## config.mk

```make
export PLATFORM = sky130hd
export DESIGN_NAME = checker_resp_monitor
export DESIGN_NICKNAME = d
export VERILOG_FILES = /design/src/rtl/checker_resp_monitor.sv
export SDC_FILE = /design/constraint.sdc
export NUM_CORES = 1
export LEC_CHECK = 0
export CAP_MARGIN = 20
export CORE_UTILIZATION = 57
export DETAILED_ROUTE_END_ITERATION = 7
export GPL_TIMING_DRIVEN = 0
export PLACE_DENSITY_LB_ADDON = 0.15
export SYNTH_ARGS = -nofsm -noshare
export SYNTH_HDL_FRONTEND = slang
export SYNTH_SLANG_ARGS = --single-unit
```

## constraint.sdc

```tcl
create_clock -name clk -period 6.2 [get_ports clk]
set_clock_uncertainty 0.05 [all_clocks]
set_input_delay 0.93 -clock clk [delete_from_list [all_inputs] [get_ports clk]]
set_output_delay 0.93 -clock clk [all_outputs]
set_load 0.03 [all_outputs]
```

## src/rtl/checker_resp_monitor.sv

```systemverilog
`timescale 1ns/1ps
// Purpose : compacts a window of checker-FSM outputs y1..y11 into a 16-bit MISR
//           signature plus active / multi-hot cycle counts.
// Latency : start->busy 1 cycle; last enabled sample->sig_valid 1 cycle.
// Backpressure: result is held in DONE until rd_ack; start in DONE needs rd_ack.
//
// Ports:
//   clk, rst              clock (rising edge), asynchronous active-high reset
//   y_in[10:0]            monitored outputs, bit0=y1 .. bit10=y11
//   start, abort          open a window / cancel a window in progress
//   sample_en             qualifies y_in for this cycle
//   rd_ack                consumer accepts the result shown in DONE
//   busy, sig_valid       high in COLLECT / high in DONE
//   signature             MISR result
//   active_cnt, multi_cnt samples with y_in != 0 / with two or more bits set
//   cnt_sat               sticky: a counter reached all-ones this window
module checker_resp_monitor #(
    parameter int          WINDOW    = 64,
    parameter logic [15:0] MISR_POLY = 16'h1021,
    parameter logic [15:0] MISR_SEED = 16'h0000,
    parameter int          CNT_W     = 16
) (
    input  logic             clk,
    input  logic             rst,
    input  logic [10:0]      y_in,
    input  logic             start,
    input  logic             abort,
    input  logic             sample_en,
    input  logic             rd_ack,
    output logic             busy,
    output logic             sig_valid,
    output logic [15:0]      signature,
    output logic [CNT_W-1:0] active_cnt,
    output logic [CNT_W-1:0] multi_cnt,
    output logic             cnt_sat
);

    typedef enum logic [1:0] {
        IDLE    = 2'd0,
        COLLECT = 2'd1,
        DONE    = 2'd2
    } state_t;

    // Sample counter is sized for the full legal WINDOW range, independent of
    // the event-counter width.
    localparam logic [15:0]      LAST_SAMPLE = 16'(WINDOW - 1);
    localparam logic [CNT_W-1:0] CNT_MAX     = '1;

    state_t      state;
    logic [15:0] samp_cnt;

    logic [10:0] y_q;
    logic [15:0] sig_next;
    logic        is_active;
    logic        is_multi;
    logic        go_collect;
    logic        go_abort;
    logic        do_sample;
    logic        last_sample;

    // Gate y_in with sample_en so that garbage (or X) on a disabled cycle can
    // never reach the signature or counters.
    assign y_q       = sample_en ? y_in : 11'd0;
    assign sig_next  = {signature[14:0], 1'b0}
                     ^ (signature[15] ? MISR_POLY : 16'h0000)
                     ^ {5'b0, y_q};
    assign is_active = |y_q;
    // Clearing the lowest set bit leaves something only if >= 2 bits were set.
    assign is_multi  = |(y_q & (y_q - 11'd1));

    assign go_collect  = ((state == IDLE) && start) ||
                         ((state == DONE) && start && rd_ack);
    assign go_abort    = (state == COLLECT) && abort;
    assign do_sample   = (state == COLLECT) && !abort && sample_en;
    assign last_sample = (samp_cnt == LAST_SAMPLE);

    // Control FSM with registered status outputs.
    always_ff @(posedge clk or posedge rst) begin
        if (rst) begin
            state     <= IDLE;
            busy      <= 1'b0;
            sig_valid <= 1'b0;
        end else begin
            case (state)
                IDLE: begin
                    if (start) begin
                        state <= COLLECT;
                        busy  <= 1'b1;
                    end
                end
                COLLECT: begin
                    if (abort) begin
                        state <= IDLE;
                        busy  <= 1'b0;
                    end else if (sample_en && last_sample) begin
                        state     <= DONE;
                        busy      <= 1'b0;
                        sig_valid <= 1'b1;
                    end
                end
                DONE: begin
                    if (rd_ack) begin
                        sig_valid <= 1'b0;
                        if (start) begin
                            state <= COLLECT;
                            busy  <= 1'b1;
                        end else begin
                            state <= IDLE;
                        end
                    end
                end
                default: begin
                    state     <= IDLE;
                    busy      <= 1'b0;
                    sig_valid <= 1'b0;
                end
            endcase
        end
    end

    // Datapath: results survive rd_ack back to IDLE and are only cleared by a
    // new window or an abort.
    always_ff @(posedge clk or posedge rst) begin
        if (rst) begin
            signature  <= MISR_SEED;
            active_cnt <= '0;
            multi_cnt  <= '0;
            cnt_sat    <= 1'b0;
            samp_cnt   <= 16'd0;
        end else if (go_collect || go_abort) begin
            signature  <= MISR_SEED;
            active_cnt <= '0;
            multi_cnt  <= '0;
            cnt_sat    <= 1'b0;
            samp_cnt   <= 16'd0;
        end else if (do_sample) begin
            signature <= sig_next;
            samp_cnt  <= samp_cnt + 16'd1;
            if (is_active && (active_cnt != CNT_MAX)) begin
                active_cnt <= active_cnt + 1'b1;
            end
            if (is_multi && (multi_cnt != CNT_MAX)) begin
                multi_cnt <= multi_cnt + 1'b1;
            end
            // Any increment that lands on (or presses against) all-ones marks
            // the window as saturated.
            if ((is_active && (active_cnt >= CNT_MAX - 1'b1)) ||
                (is_multi  && (multi_cnt  >= CNT_MAX - 1'b1))) begin
                cnt_sat <= 1'b1;
            end
        end
    end

endmodule

```

==> key figures <==
Finish
  – Fill cell count: 427
  – Final Instance Area: 0.004646 mm2
  – Final nets: 484
  – Commonest non-fill, non-tap cell in the layout: dfrtp_1
  – Area grow syn2layout: 26.16%
  – Diodes inserted: 0
  – Most frequent cells in the layout: dfrtp_1, clkdlybuf4s50_1, nand3_1, nor2_1, nand2_1
  – Ratio of cells with drive above 1 in the final layout: 0.1006

Yosys
  – Ys Warns: 0
  – Seq/Total Area, Yosys: 0.4689
  – Number of synthesized register bits: 69
  – Synthesized Nets: 406
  – Syn avg cell area: 9.589 um2
  – Post-synthesis cell type count: 57
  – Asr flop ratio synth: 1.000
  – Synth Cell Area: 0.003682 mm2
  – Ys flop type: dfrtp_1
  – Number of synthesized flops with an enable pin: 0
  – Synth Instances: 384

Worst setup path
  – Worst r2r path cells: 6
  – CP max FO: 10
  – Worst setup path class: in2reg
  – Crit path required time: 6.39 ns
  – Startpoint types: primary input
  – Crit. End Element: flop
  – Critical Path AT: 3.66 ns

Pwr
  – Final Power: 966.8 uW
  – Max rail drop VDD: 0.1425 mV
  – Pwr Density: 208.1 mW/mm2
  – Leakage Power: 0.001803 uW

Clock network
  – Clock Latency Late Sink: 0.35 ns
  – Post_cts resized: 0
  – CTS max path bufs: 2
  – Clock root cell: clkbuf_8
  – Postcts setup bufs: 0
  – TritonCTS clock tree: built
  – CTS H-tree depth: 3
  – # hold bufs at CTS: 0
  – Clock sinks: 69
  – Clock transition at path regs: 0.07 ns
  – CTS buffer count: 9

STA
  – Slew Limit Fails: 0
  – Final Hold Fails: 0
  – Final setup violation count: 0
  – Final setup TNS: 0 ns
  – FMAX: 0.2876 GHz
  – Slew @ Worst Pin: 0.8179 ns
  – Final min period: 3.477 ns
  – RSZ-0062 raised after global routing: false
  – Worst slew margin: 0.4547
  – Period utilization: 0.5607

Detailed routing
  – Via Count: 3,175
  – Post-route ant nets: 0
  – Iteration-0 DRC Markers: 191
  – Detailed Route WL: 8408 um
  – Drt pass-1 iters: 4
  – Wire per inst: 15.51 um
  – # DRC: 0
  – Via/cell ratio: 5.858

Die
  – Die Span Y: 82.38 um
  – Top Ports: 68
  – Die area: 0.006786 mm2
  – Row cnt: 28
  – Core area: 0.006061 mm2
  – Die X: 82.38 um
  – Initial Util: 0.6076

Place
  – DP Area: 0.004449 mm2
  – Placer Congestion: 0.8804
  – HPWL Detailed: 5977 um
  – Port buffer count: 67

Global route
  – First-pass GRT wire length: 14,010 um
  – Grt total ovfl: 0
  – Gr usage total: 0.2767
  – Initial antenna violation count: 0
  – Largest net degree at the start of global routing: 70
  – Vias in the first global route: 3,001

Outcome
  – Status: completed

Min path
  – Hold Crit Class: reg2reg
  – Hold path depth: 2

Run
  – Max_cap viols: 0
-- critical path, stage by stage --
cell and delay, ns:
clkdlybuf4s50_1 0.49, or4_4 0.60, nor4b_2 0.50, o221ai_1 0.23
o21ai_2 0.29, clkbuf_1 0.37, or3_1 0.19, a21oi_2 0.06
-- path summary, 6_finish.rpt --
path	from	endpoint	slack [ns]
hold / removal	sig_valid$_DFFE_PP0P_	sig_valid$_DFFE_PP0P_	0.47
min in group asynchronous	rst	active_cnt[15]$_DFFE_PP0P_	1.04
setup / recovery	y_in[3]	multi_cnt[6]$_DFFE_PP0P_	2.72
hold reg to reg	sig_valid$_DFFE_PP0P_	sig_valid$_DFFE_PP0P_	0.47
setup reg to reg	multi_cnt[10]$_DFFE_PP0P_	multi_cnt[6]$_DFFE_PP0P_	3.79
max in group asynchronous	rst	busy$_DFFE_PP0P_	4.51
-- synthesized netlist by cell type, drive strengths merged (2+ instances only) --
| library cell | instances | area (um2) |
|---|---|---|
| inv | 7 | 26.28 |
| o31ai | 8 | 60.06 |
| a211oi | 2 | 15.01 |
| nor4b | 3 | 32.53 |
| nor3b | 2 | 15.01 |
| nand2 | 35 | 131.4 |
| mux2i | 2 | 20.02 |
| maj3 | 2 | 21.27 |
| ha | 5 | 62.56 |
| nand4 | 8 | 50.05 |
| xor2 | 16 | 140.1 |
| o31a | 2 | 18.77 |
| buf | 4 | 47.54 |
| o21ai | 26 | 156.4 |
| xnor2 | 24 | 210.2 |
| nand3 | 37 | 185.2 |
| nor3 | 9 | 45.04 |
| or3 | 8 | 50.05 |
| and3 | 8 | 55.05 |
| nor2 | 37 | 138.9 |
| a211o | 2 | 18.77 |
| or2 | 2 | 12.52 |
| and4 | 3 | 26.28 |
| dfrtp | 69 | 1727 |
| o211ai | 2 | 15.01 |
| clkbuf | 13 | 60.05 |
| and2 | 2 | 12.51 |
| nor4 | 4 | 25.02 |
| or4 | 9 | 75.08 |
| a21oi | 20 | 118.9 |
-- cell families after synthesis --
logic type,Yosys count,share of synthesized area
buffers and inverters,24,0.03636
AOI/OAI and AO/OA,69,0.1250
xor gates and xnor gates,40,0.09514
muxes,3,0.008495
DFF,69,0.4689
and+or+nand+nor,172,0.2433
adders and majority gates,7,0.02277
-- per-layer routing --
| metal | GRT usage | up-vias | part of all wire |
|---|---|---|---|
| li1 | - | 1533 | - |
| met5 | 0 | - | 0 |
| met4 | 0.09298 | 0 | 0.014 |
| met2 | 0.4554 | 85 | 0.48 |
| met1 | 0.3643 | 1546 | 0.45 |
| met3 | 0.05495 | 11 | 0.048 |
-- layout make-up --
class                           count  area, um2  share of cell area
Multi-Input combinational cell    291       1822              0.3921
Clock buffer                       13      178.9             0.03851
Tap cell                           75      93.84             0.02020
Inverter                            7      28.78            0.006194
Sequential cell                    69       1727              0.3717
Timing Repair Buffer               67      670.6              0.1444
Clock inverter                      3      17.52            0.003771
Buffer                             17      107.6             0.02316
-- registers in the layout, summed over array words and instances (netlist names) --
| register | count |
|---|---|
| active_cnt | 16 |
| multi_cnt | 16 |
| samp_cnt | 16 |
| signature | 16 |
| state | 2 |
| busy | 1 |
| cnt_sat | 1 |
| sig_valid | 1 |
-- per-stage QoR --
step	cells	hold slack, ns	utilization	worst slack [ns]
floorplan	384	0.4559	-	3.391
global placement	526	0.4413	0.7337	2.356
detailed placement	526	0.4615	0.7341	2.364
CTS	542	0.4777	0.7665	2.715
global route	542	0.5021	0.7665	2.602
finish	542	0.4709	0.7665	2.723
-- where the power goes --
group,leakage (uW),switching [uW],internal (uW)
combinational,0.000746,85.1,51.9
clock,0.000101,169,188
sequential,0.000955,12.5,461
Note: power is estimated with default switching activity, not from simulation.
